**src/rtl/flag_branch_unit_if.sv**
```systemverilog
// EX-stage flag inputs, ID-stage branch inputs and registered fetch-redirect outputs.
// Handshake: ex_valid and id_br_valid qualify their groups for one cycle; there is no backpressure.
`timescale 1ns/1ps
interface flag_branch_unit_if #(parameter int DW = 16);
  logic          ex_valid;
  logic [3:0]    ex_op;
  logic [2:0]    ex_flags;
  logic          id_br_valid;
  logic          id_br_reg;
  logic [2:0]    id_ccc;
  logic [8:0]    id_imm9;
  logic [DW-1:0] id_pc_plus2;
  logic [DW-1:0] id_rs_val;
  logic [2:0]    flags_q;
  logic          br_taken;
  logic [DW-1:0] br_target;
  logic          flush;
  logic          dbg_state;

  modport master (
    output ex_valid, ex_op, ex_flags, id_br_valid, id_br_reg, id_ccc, id_imm9,
           id_pc_plus2, id_rs_val,
    input  flags_q, br_taken, br_target, flush, dbg_state
  );

  modport slave (
    input  ex_valid, ex_op, ex_flags, id_br_valid, id_br_reg, id_ccc, id_imm9,
           id_pc_plus2, id_rs_val,
    output flags_q, br_taken, br_target, flush, dbg_state
  );
endinterface

```
**src/rtl/flag_branch_unit.sv**
```systemverilog
// Architectural {Z,V,N} flag register with EX->ID forwarding, and a branch resolver
// that issues a registered redirect and ignores the wrong-path slot after a taken branch.
`timescale 1ns/1ps
module flag_branch_unit #(
  parameter int DW = 16
) (
  input  logic                 clk,
  input  logic                 rst,
  flag_branch_unit_if.slave    bus
);

  typedef enum logic {S_RESOLVE = 1'b0, S_SHADOW = 1'b1} state_t;

  state_t        r_state;
  state_t        w_state_nxt;
  logic [2:0]    r_flags;
  logic          r_br_taken;
  logic [DW-1:0] r_br_target;

  logic          w_wr_z;
  logic          w_wr_vn;
  logic [2:0]    w_fwd;
  logic          w_cond;
  logic          w_take;
  logic [DW-1:0] w_target;
  logic [DW-1:0] w_offset;

  always_comb begin
    w_wr_z  = 1'b0;
    w_wr_vn = 1'b0;
    if (bus.ex_valid) begin
      case (bus.ex_op)
        4'b0000, 4'b0001: begin
          w_wr_z  = 1'b1;
          w_wr_vn = 1'b1;
        end
        4'b0010, 4'b0100, 4'b0101, 4'b0110: w_wr_z = 1'b1;
        default: ;
      endcase
    end
  end

  // The forwarded view is also exactly the next architectural flag value.
  assign w_fwd = {w_wr_z  ? bus.ex_flags[2] : r_flags[2],
                  w_wr_vn ? bus.ex_flags[1] : r_flags[1],
                  w_wr_vn ? bus.ex_flags[0] : r_flags[0]};

  always_comb begin
    w_cond = 1'b0;
    case (bus.id_ccc)
      3'b000: w_cond = ~w_fwd[2];
      3'b001: w_cond = w_fwd[2];
      3'b010: w_cond = ~w_fwd[2] & ~w_fwd[0];
      3'b011: w_cond = w_fwd[0];
      3'b100: w_cond = w_fwd[2] | (~w_fwd[2] & ~w_fwd[0]);
      3'b101: w_cond = w_fwd[0] | w_fwd[2];
      3'b110: w_cond = w_fwd[1];
      default: w_cond = 1'b1;
    endcase
  end

  assign w_offset = {{(DW-10){bus.id_imm9[8]}}, bus.id_imm9, 1'b0};
  assign w_target = bus.id_br_reg ? bus.id_rs_val : (bus.id_pc_plus2 + w_offset);

  always_comb begin
    w_state_nxt = r_state;
    w_take      = 1'b0;
    case (r_state)
      S_RESOLVE: begin
        if (bus.id_br_valid && w_cond) begin
          w_take      = 1'b1;
          w_state_nxt = S_SHADOW;
        end
      end
      S_SHADOW: w_state_nxt = S_RESOLVE;
      default:  w_state_nxt = S_RESOLVE;
    endcase
  end

  always_ff @(posedge clk or posedge rst) begin
    if (rst) begin
      r_state     <= S_RESOLVE;
      r_flags     <= 3'b000;
      r_br_taken  <= 1'b0;
      r_br_target <= '0;
    end else begin
      r_state    <= w_state_nxt;
      r_flags    <= w_fwd;
      r_br_taken <= w_take;
      if (w_take) r_br_target <= w_target;
    end
  end

  assign bus.flags_q   = r_flags;
  assign bus.br_taken  = r_br_taken;
  assign bus.flush     = r_br_taken;
  assign bus.br_target = r_br_target;
  assign bus.dbg_state = (r_state == S_SHADOW);

endmodule
```
**src/flat_wrapper.sv**
```systemverilog
// flat-port wrapper written by rule: the top's interface ports become plain ports
module flag_branch_unit_flat 
#(
  parameter int DW = 16
)
  (clk, rst, bus_ex_valid, bus_ex_op, bus_ex_flags, bus_id_br_valid, bus_id_br_reg, bus_id_ccc, bus_id_imm9, bus_id_pc_plus2, bus_id_rs_val, bus_flags_q, bus_br_taken, bus_br_target, bus_flush, bus_dbg_state);
  flag_branch_unit_if #(.DW(DW)) bus_i ();
  input  logic clk;
  input  logic rst;
  input wire logic [$bits(bus_i.ex_valid)-1:0] bus_ex_valid;
  input wire logic [$bits(bus_i.ex_op)-1:0] bus_ex_op;
  input wire logic [$bits(bus_i.ex_flags)-1:0] bus_ex_flags;
  input wire logic [$bits(bus_i.id_br_valid)-1:0] bus_id_br_valid;
  input wire logic [$bits(bus_i.id_br_reg)-1:0] bus_id_br_reg;
  input wire logic [$bits(bus_i.id_ccc)-1:0] bus_id_ccc;
  input wire logic [$bits(bus_i.id_imm9)-1:0] bus_id_imm9;
  input wire logic [$bits(bus_i.id_pc_plus2)-1:0] bus_id_pc_plus2;
  input wire logic [$bits(bus_i.id_rs_val)-1:0] bus_id_rs_val;
  output wire logic [$bits(bus_i.flags_q)-1:0] bus_flags_q;
  output wire logic [$bits(bus_i.br_taken)-1:0] bus_br_taken;
  output wire logic [$bits(bus_i.br_target)-1:0] bus_br_target;
  output wire logic [$bits(bus_i.flush)-1:0] bus_flush;
  output wire logic [$bits(bus_i.dbg_state)-1:0] bus_dbg_state;
  assign bus_i.ex_valid = bus_ex_valid;
  assign bus_i.ex_op = bus_ex_op;
  assign bus_i.ex_flags = bus_ex_flags;
  assign bus_i.id_br_valid = bus_id_br_valid;
  assign bus_i.id_br_reg = bus_id_br_reg;
  assign bus_i.id_ccc = bus_id_ccc;
  assign bus_i.id_imm9 = bus_id_imm9;
  assign bus_i.id_pc_plus2 = bus_id_pc_plus2;
  assign bus_i.id_rs_val = bus_id_rs_val;
  assign bus_flags_q = bus_i.flags_q;
  assign bus_br_taken = bus_i.br_taken;
  assign bus_br_target = bus_i.br_target;
  assign bus_flush = bus_i.flush;
  assign bus_dbg_state = bus_i.dbg_state;
  flag_branch_unit #(.DW(DW)) u_core (.clk(clk), .rst(rst), .bus(bus_i));
endmodule
```
**config.mk**
```make
export PLATFORM = sky130hd
export DESIGN_NAME = flag_branch_unit_flat
export DESIGN_NICKNAME = d
export VERILOG_FILES = /design/src/rtl/flag_branch_unit_if.sv /design/src/rtl/flag_branch_unit.sv /design/src/flat_wrapper.sv
export SDC_FILE = /design/constraint.sdc
export NUM_CORES = 1
export LEC_CHECK = 0
export CAP_MARGIN = 10
export CELL_PAD_IN_SITES_DETAIL_PLACEMENT = 0
export CELL_PAD_IN_SITES_GLOBAL_PLACEMENT = 1
export CORE_UTILIZATION = 34
export DETAILED_ROUTE_END_ITERATION = 12
export PLACE_DENSITY_LB_ADDON = 0.15
export SLEW_MARGIN = 20
export SYNTH_ARGS = -nofsm -noshare
export SYNTH_HDL_FRONTEND = slang
export SYNTH_SLANG_ARGS = --single-unit
```
**constraint.sdc**
```tcl
create_clock -name clk -period 3.9 [get_ports clk]
set_input_delay 0.975 -clock clk [delete_from_list [all_inputs] [get_ports clk]]
set_output_delay 0.975 -clock clk [all_outputs]
set_load 0.005 [all_outputs]
```
* Yosys cells after proc, flatten, opt, wreduce, memory -nomap -nowiden *
Index checks and enable logic that the tools add are counted.

word-level totals
  register bits = 21
  output and inout port bits = 22
  word-level logic and storage cells = 39

cells by class
  add/subtract/negate cells = 1
  equal/unequal tests = 11
  multiplexer cells = 12
  bitwise operators = 6
  reduce and logical (&&, ||, !) cells = 5

operators by type and width
  kind                number
  $add 16x16->16      1
  $mux 16             1
  $eq 4x3->1 const B  3
  $eq 3x3->1 const B  3
  $mux 1              9
  $pmux 1 s7          1
  $eq 3x2->1 const B  2
  $reduce_or 6->1     1
  $eq 4x1->1 const B  1
  $eq 4x2->1 const B  1
  $logic_not 4->1     1
  $eq 3x1->1 const B  1
  $logic_not 3->1     1
  $not 1->1           3
  $or 1x1->1          2
  $pmux 1 s2          1
  $reduce_or 2->1     1
  $and 1x1->1         1
  $logic_and 1x1->1   1

* Longest topological paths before layout *
  depth in word-level cells = 12
  gate-level depth with buffers = 9

* Worst setup path before layout *
OpenSTA, ideal clock, no wires.

  kind = input -> register
  start = in bus_id_pc_plus2[1]
  end = reg u_core.r_br_target[11], in the netlist u_core.bus.br_target[11]
  arrival = 2.934 ns
  setup slack = 0.840 ns
  cell stages on the path = 9
  buffers on the path = 0
  cells stage by stage = ha_1 inv_1 fa_1 nor2b_4 o2111a_1 or3b_4 a2111o_1 and3_1 mux2_4

on the way
  word-level cells in the longest chain between the ends = 2

RTL lines
  item                  line                    text
  from (decl)           flat_wrapper.sv:17      input wire logic [$bits(bus_i.id_pc_plus2)-1:0] bus_id_pc_plus2;
  $add 16x16->16        flag_branch_unit.sv:63  assign w_target = bus.id_br_reg ? bus.id_rs_val : (bus.id_pc_plus2 + w_offset);
  $mux 16               flag_branch_unit.sv:63
  to (signal assigned)  flag_branch_unit.sv:90  if (w_take) r_br_target <= w_target;
  to (decl)             flag_branch_unit.sv:18  logic [DW-1:0] r_br_target;

No other way between the ends.
A chain may end at the register's enable or synchronous reset.

* Worst setup path after layout *
Ends and elaborated chain as after synthesis.

==> impl_results.html <==
<table>
<tr><th>Metric</th><th>Value</th></tr>
<tr><th colspan="2">Power and ir drop</th></tr>
<tr><td>Post-layout total power</td><td>1.13 mW</td></tr>
<tr><td>Clock Power Share</td><td>0.180</td></tr>
<tr><td>Leak</td><td>1.22 nW</td></tr>
<tr><td>P per Cell Area</td><td>405 nW/um2</td></tr>
<tr><td>Worst supply voltage drop on vdd</td><td>0.205 mV</td></tr>
<tr><td>Cell internal pwr</td><td>0.807 mW</td></tr>
<tr><td>Switching power as a share of total power</td><td>0.288</td></tr>
<tr><td>Gate power share</td><td>0.511</td></tr>
<tr><td>Switching power</td><td>0.326 mW</td></tr>
<tr><td>Sequential share of power</td><td>0.309</td></tr>
<tr><th colspan="2">Placed design</th></tr>
<tr><td>Routability congestion estimate from global placement</td><td>0.846</td></tr>
<tr><td>Detail Placement HPWL</td><td>3.87 mm</td></tr>
<tr><td>Port bufs</td><td>77</td></tr>
<tr><td>Post-DP Area</td><td>2720 um2</td></tr>
<tr><th colspan="2">STA</th></tr>
<tr><td>Final slew viol count</td><td>0</td></tr>
<tr><td>Max Fclk</td><td>303 MHz</td></tr>
<tr><td>Worst slew margin</td><td>0.501</td></tr>
<tr><td>Setup violators final</td><td>0</td></tr>
<tr><td>Final hold violations</td><td>0</td></tr>
<tr><td>Unrepaired setup endpoints after global routing</td><td>false</td></tr>
<tr><td>Final worst clock skew</td><td>7.16 ps</td></tr>
<tr><td>Worst-Margin Slew</td><td>748 ps</td></tr>
<tr><td>Aggregate negative setup slack</td><td>0 ps</td></tr>
<tr><td>Final period util</td><td>0.848</td></tr>
<tr><td>Min Clock Period, post-route</td><td>3310 ps</td></tr>
<tr><th colspan="2">Setup path</th></tr>
<tr><td>Largest stage delay, worst path</td><td>410 ps</td></tr>
<tr><td>Reg2reg path depth</td><td>6</td></tr>
<tr><td>Cell depth of the worst setup path</td><td>10</td></tr>
<tr><td>Startpoint-to-endpoint class of the critical path</td><td>in -&gt; reg</td></tr>
<tr><td>Peak fanout along the critical path</td><td>3</td></tr>
<tr><td>Buf+Inv Stages, Crit Path</td><td>2</td></tr>
<tr><td>Series of cell instances along the critical path</td><td>clkdlybuf4s50_1, ha_1, inv_1, fa_1, nor2b_4, o2111a_1, or3b_4, a2111o_1, and3_1, mux2_4</td></tr>
<tr><td>Startpoint class of the critical path</td><td>input port</td></tr>
<tr><td>Type of destination of the critical path</td><td>flop</td></tr>
<tr><td>Critical path data required time</td><td>4050 ps</td></tr>
<tr><td>Data arrival at the endpoint of the critical path</td><td>3460 ps</td></tr>
<tr><td>Cell type group with the largest total delay on the critical path</td><td>compound AO/OA/AOI/OAI gates</td></tr>
<tr><td>Critical-path top delay cell</td><td>sky130_fd_sc_hd__clkdlybuf4s50_1</td></tr>
<tr><th colspan="2">Layout</th></tr>
<tr><td>FILL cells</td><td>483</td></tr>
<tr><td>Final standard cell utilization of the core</td><td>0.537</td></tr>
<tr><td>Relative area change from synthesis to final layout</td><td>49.0%</td></tr>
<tr><td>Fraction of layout instances using a drive strength above 1</td><td>0.116</td></tr>
<tr><td>Final-stage net count</td><td>356</td></tr>
<tr><td>Number of antenna diodes</td><td>0</td></tr>
<tr><td>Area of all placed cells without fillers</td><td>2790 um2</td></tr>
<tr><th colspan="2">Logic synthesis</th></tr>
<tr><td>Top FF cell, synth</td><td>sky130_fd_sc_hd__dfrtp_1</td></tr>
<tr><td>Count of state elements after synthesis</td><td>20</td></tr>
<tr><td>Sequential cell area fraction in the yosys report</td><td>0.267</td></tr>
<tr><td>Leading cell types by total area after synthesis</td><td>sky130_fd_sc_hd__dfrtp_1 27%, sky130_fd_sc_hd__ha_1 9.3%, sky130_fd_sc_hd__mux2_2 6.0%</td></tr>
<tr><td>Distinct cells, synth</td><td>50</td></tr>
<tr><td>Cell with the most instances after synthesis</td><td>sky130_fd_sc_hd__nand2_1</td></tr>
<tr><td>Synth Instances</td><td>206</td></tr>
<tr><td>Netlist area before placement</td><td>1880 um2</td></tr>
<tr><td>Number of enable-type register cells in the synthesized netlist</td><td>0</td></tr>
<tr><td>Yosys Warn Count</td><td>0</td></tr>
<tr><td>Async SR Flop Fraction</td><td>1.00</td></tr>
<tr><td>Synthesized area per cell</td><td>9.10 um2</td></tr>
<tr><td>Leading cell types by count after synthesis</td><td>21 x sky130_fd_sc_hd__nand2_1, 20 x sky130_fd_sc_hd__dfrtp_1, 18 x sky130_fd_sc_hd__o21ai_0, 14 x sky130_fd_sc_hd__ha_1, 14 x sky130_fd_sc_hd__inv_1</td></tr>
<tr><td>Area leader, netlist</td><td>sky130_fd_sc_hd__dfrtp_1</td></tr>
<tr><td>Fraction of synthesized cell area taken by the top area cell type</td><td>0.267</td></tr>
<tr><td>Syn nets</td><td>277</td></tr>
<tr><th colspan="2">Clocking</th></tr>
<tr><td>H-tree depth</td><td>1</td></tr>
<tr><td>Max Buffers Root-to-Sink</td><td>2</td></tr>
<tr><td>CTS sink count</td><td>20</td></tr>
<tr><td>Register clock-pin slew on the reported worst setup and hold paths</td><td>80 ps</td></tr>
<tr><td>CTS Buf Count</td><td>3</td></tr>
<tr><td>Post-CTS setup buffer count</td><td>0</td></tr>
<tr><td>PostCTS Resize Cnt</td><td>0</td></tr>
<tr><td>CTS root buffer</td><td>sky130_fd_sc_hd__clkbuf_8</td></tr>
<tr><td>CTS Hold Buffers Added</td><td>0</td></tr>
<tr><td>Clock insertion delay at the later pin of the skew report</td><td>260 ps</td></tr>
<tr><td>CTS tree</td><td>built</td></tr>
<tr><th colspan="2">Detailed routing</th></tr>
<tr><td>Met2 WL post-DR</td><td>2.20 mm</td></tr>
<tr><td>Final antenna-violating net count</td><td>0</td></tr>
<tr><td>Count of TritonRoute iterations in the first routing pass</td><td>5</td></tr>
<tr><td>Met3 wire length</td><td>249 um</td></tr>
<tr><td>Top layer used by detailed routing</td><td>met4</td></tr>
<tr><td># DRC</td><td>0</td></tr>
<tr><td>Wire length after detailed routing</td><td>4.78 mm</td></tr>
<tr><td>Routed length per placed instance</td><td>13.5 um</td></tr>
<tr><td>Vias</td><td>1805</td></tr>
<tr><td>Post-route met1 wirelength</td><td>2.29 mm</td></tr>
<tr><td>Number of vias per cell</td><td>5.10</td></tr>
<tr><td>Drt first-iter violations</td><td>79</td></tr>
<tr><th colspan="2">Worst hold path</th></tr>
<tr><td>Cell count of the worst hold path</td><td>1</td></tr>
<tr><td>Class of the tightest hold or removal check</td><td>reg -&gt; reg</td></tr>
<tr><th colspan="2">Floorplanning</th></tr>
<tr><td>Chip width</td><td>76.3 um</td></tr>
<tr><td>Num ports</td><td>78</td></tr>
<tr><td>Count of standard-cell rows</td><td>26</td></tr>
<tr><td>Full die area</td><td>5820 um2</td></tr>
<tr><td>Initial core utilization</td><td>0.360</td></tr>
<tr><td>Die Y-Extent</td><td>76.3 um</td></tr>
<tr><td>Area of the core</td><td>5200 um2</td></tr>
<tr><th colspan="2">Global route</th></tr>
<tr><td>Global Route Usage Sum</td><td>0.172</td></tr>
<tr><td>Global-route wire length before repair</td><td>8.23 mm</td></tr>
<tr><td>Pin count of the biggest net entering global routing</td><td>22</td></tr>
<tr><td>Antenna violations before repair</td><td>0</td></tr>
<tr><td>Overflow left after global routing</td><td>0</td></tr>
<tr><td>Number of global-route vias before repair</td><td>1755</td></tr>
<tr><th colspan="2">Run status</th></tr>
<tr><td>Result of the run</td><td>finished clean</td></tr>
<tr><th colspan="2">Run</th></tr>
<tr><td>MaxCap Viol Count</td><td>0</td></tr>
</table>
[stage by stage]
step	hold WS (ps)	setup slack, ps	instances
6_report	508	594	354
5_1_grt	530	469	354
4_1_cts	510	594	354
3_5_place_dp	492	319	350
3_3_place_gp	488	346	350
2_1_floorplan	504	840	206
[power by group through the flow]
stage	logic [mW]	clock network, mW	registers [mW]
2_1_floorplan	0.271	0	0.355
6_report	0.579	0.204	0.350
4_1_cts	0.584	0.206	0.350
5_1_grt	0.628	0.220	0.364
3_5_place_dp	0.582	0	0.354
3_3_place_gp	0.579	0	0.351
[cell families (layout without fill, tap and decap cells)]
kind of cell               Yosys count  count (layout)  share of synthesized area
and+or+nand+nor                     57              57                      0.169
xor gates and xnor gates            10              10                     0.0467
adders and majority gates           15              15                      0.104
AOI/OAI and AO/OA                   61              61                      0.223
buffers and inverters               21              99                     0.0500
DFF                                 20              20                      0.267
muxes                               22              22                      0.140
[worst paths after layout]
kind | startpoint | end | slack [ps]
setup / recovery | bus_id_pc_plus2[1] | u_core.bus.br_target[11] | 590
hold / removal | u_core.bus.br_target[6] | u_core.bus.br_target[6] | 510
setup reg to reg | u_core.bus.flags_q[1] | u_core.bus.br_target[15] | 1890
hold reg to reg | u_core.bus.br_target[6] | u_core.bus.br_target[6] | 510
max in group asynchronous | rst | u_core.bus.br_target[7] | 2280
min in group asynchronous | rst | u_core.bus.flags_q[0] | 1150
[sequential cells by signal (all words and copies together) (netlist names)]
| register | cells |
|---|---|
| u_core.bus.br_target | 16 |
| u_core.bus.br_taken | 1 |
| u_core.bus.flags_q | 3 |
[layout by cell type (no fill, tap or decap), types with 3 or more instances in the layout]
cell type | Yosys | layout
sky130_fd_sc_hd__a211oi_1 | 3 | 3
sky130_fd_sc_hd__a21o_1 | 3 | 3
sky130_fd_sc_hd__a21oi_1 | 12 | 12
sky130_fd_sc_hd__and3_1 | 3 | 3
sky130_fd_sc_hd__buf_4 | 2 | 4
sky130_fd_sc_hd__clkbuf_8 | 0 | 3
sky130_fd_sc_hd__clkdlybuf4s50_1 | 0 | 77
sky130_fd_sc_hd__dfrtp_1 | 20 | 20
sky130_fd_sc_hd__ha_1 | 14 | 14
sky130_fd_sc_hd__inv_1 | 14 | 14
sky130_fd_sc_hd__mux2_2 | 10 | 10
sky130_fd_sc_hd__mux2_4 | 6 | 6
sky130_fd_sc_hd__mux2i_1 | 6 | 6
sky130_fd_sc_hd__nand2_1 | 21 | 21
sky130_fd_sc_hd__nand2b_1 | 3 | 3
sky130_fd_sc_hd__nand3_1 | 4 | 4
sky130_fd_sc_hd__nor2_1 | 7 | 7
sky130_fd_sc_hd__nor2b_1 | 3 | 3
sky130_fd_sc_hd__nor3_1 | 4 | 4
sky130_fd_sc_hd__o211ai_1 | 5 | 5
sky130_fd_sc_hd__o21a_1 | 3 | 3
sky130_fd_sc_hd__o21ai_0 | 18 | 18
sky130_fd_sc_hd__xor2_1 | 8 | 8
[layout make-up]
class,count,area [um2],area share
clock buffer,3,41.3,0.0148
timing repair buffer,81,801,0.287
tap,70,87.6,0.0313
inverter,14,52.6,0.0188
clock inverter,1,30.0,0.0107
sequential,20,500,0.179
multi-input combinational,165,1280,0.459
[metal layers]
metal,GRT usage,up-vias
met1,0.222,813
met2,0.301,69
met5,0,-
met4,0.0346,0
met3,0.0287,9
li1,-,914
(Power assumes the default switching activity.)
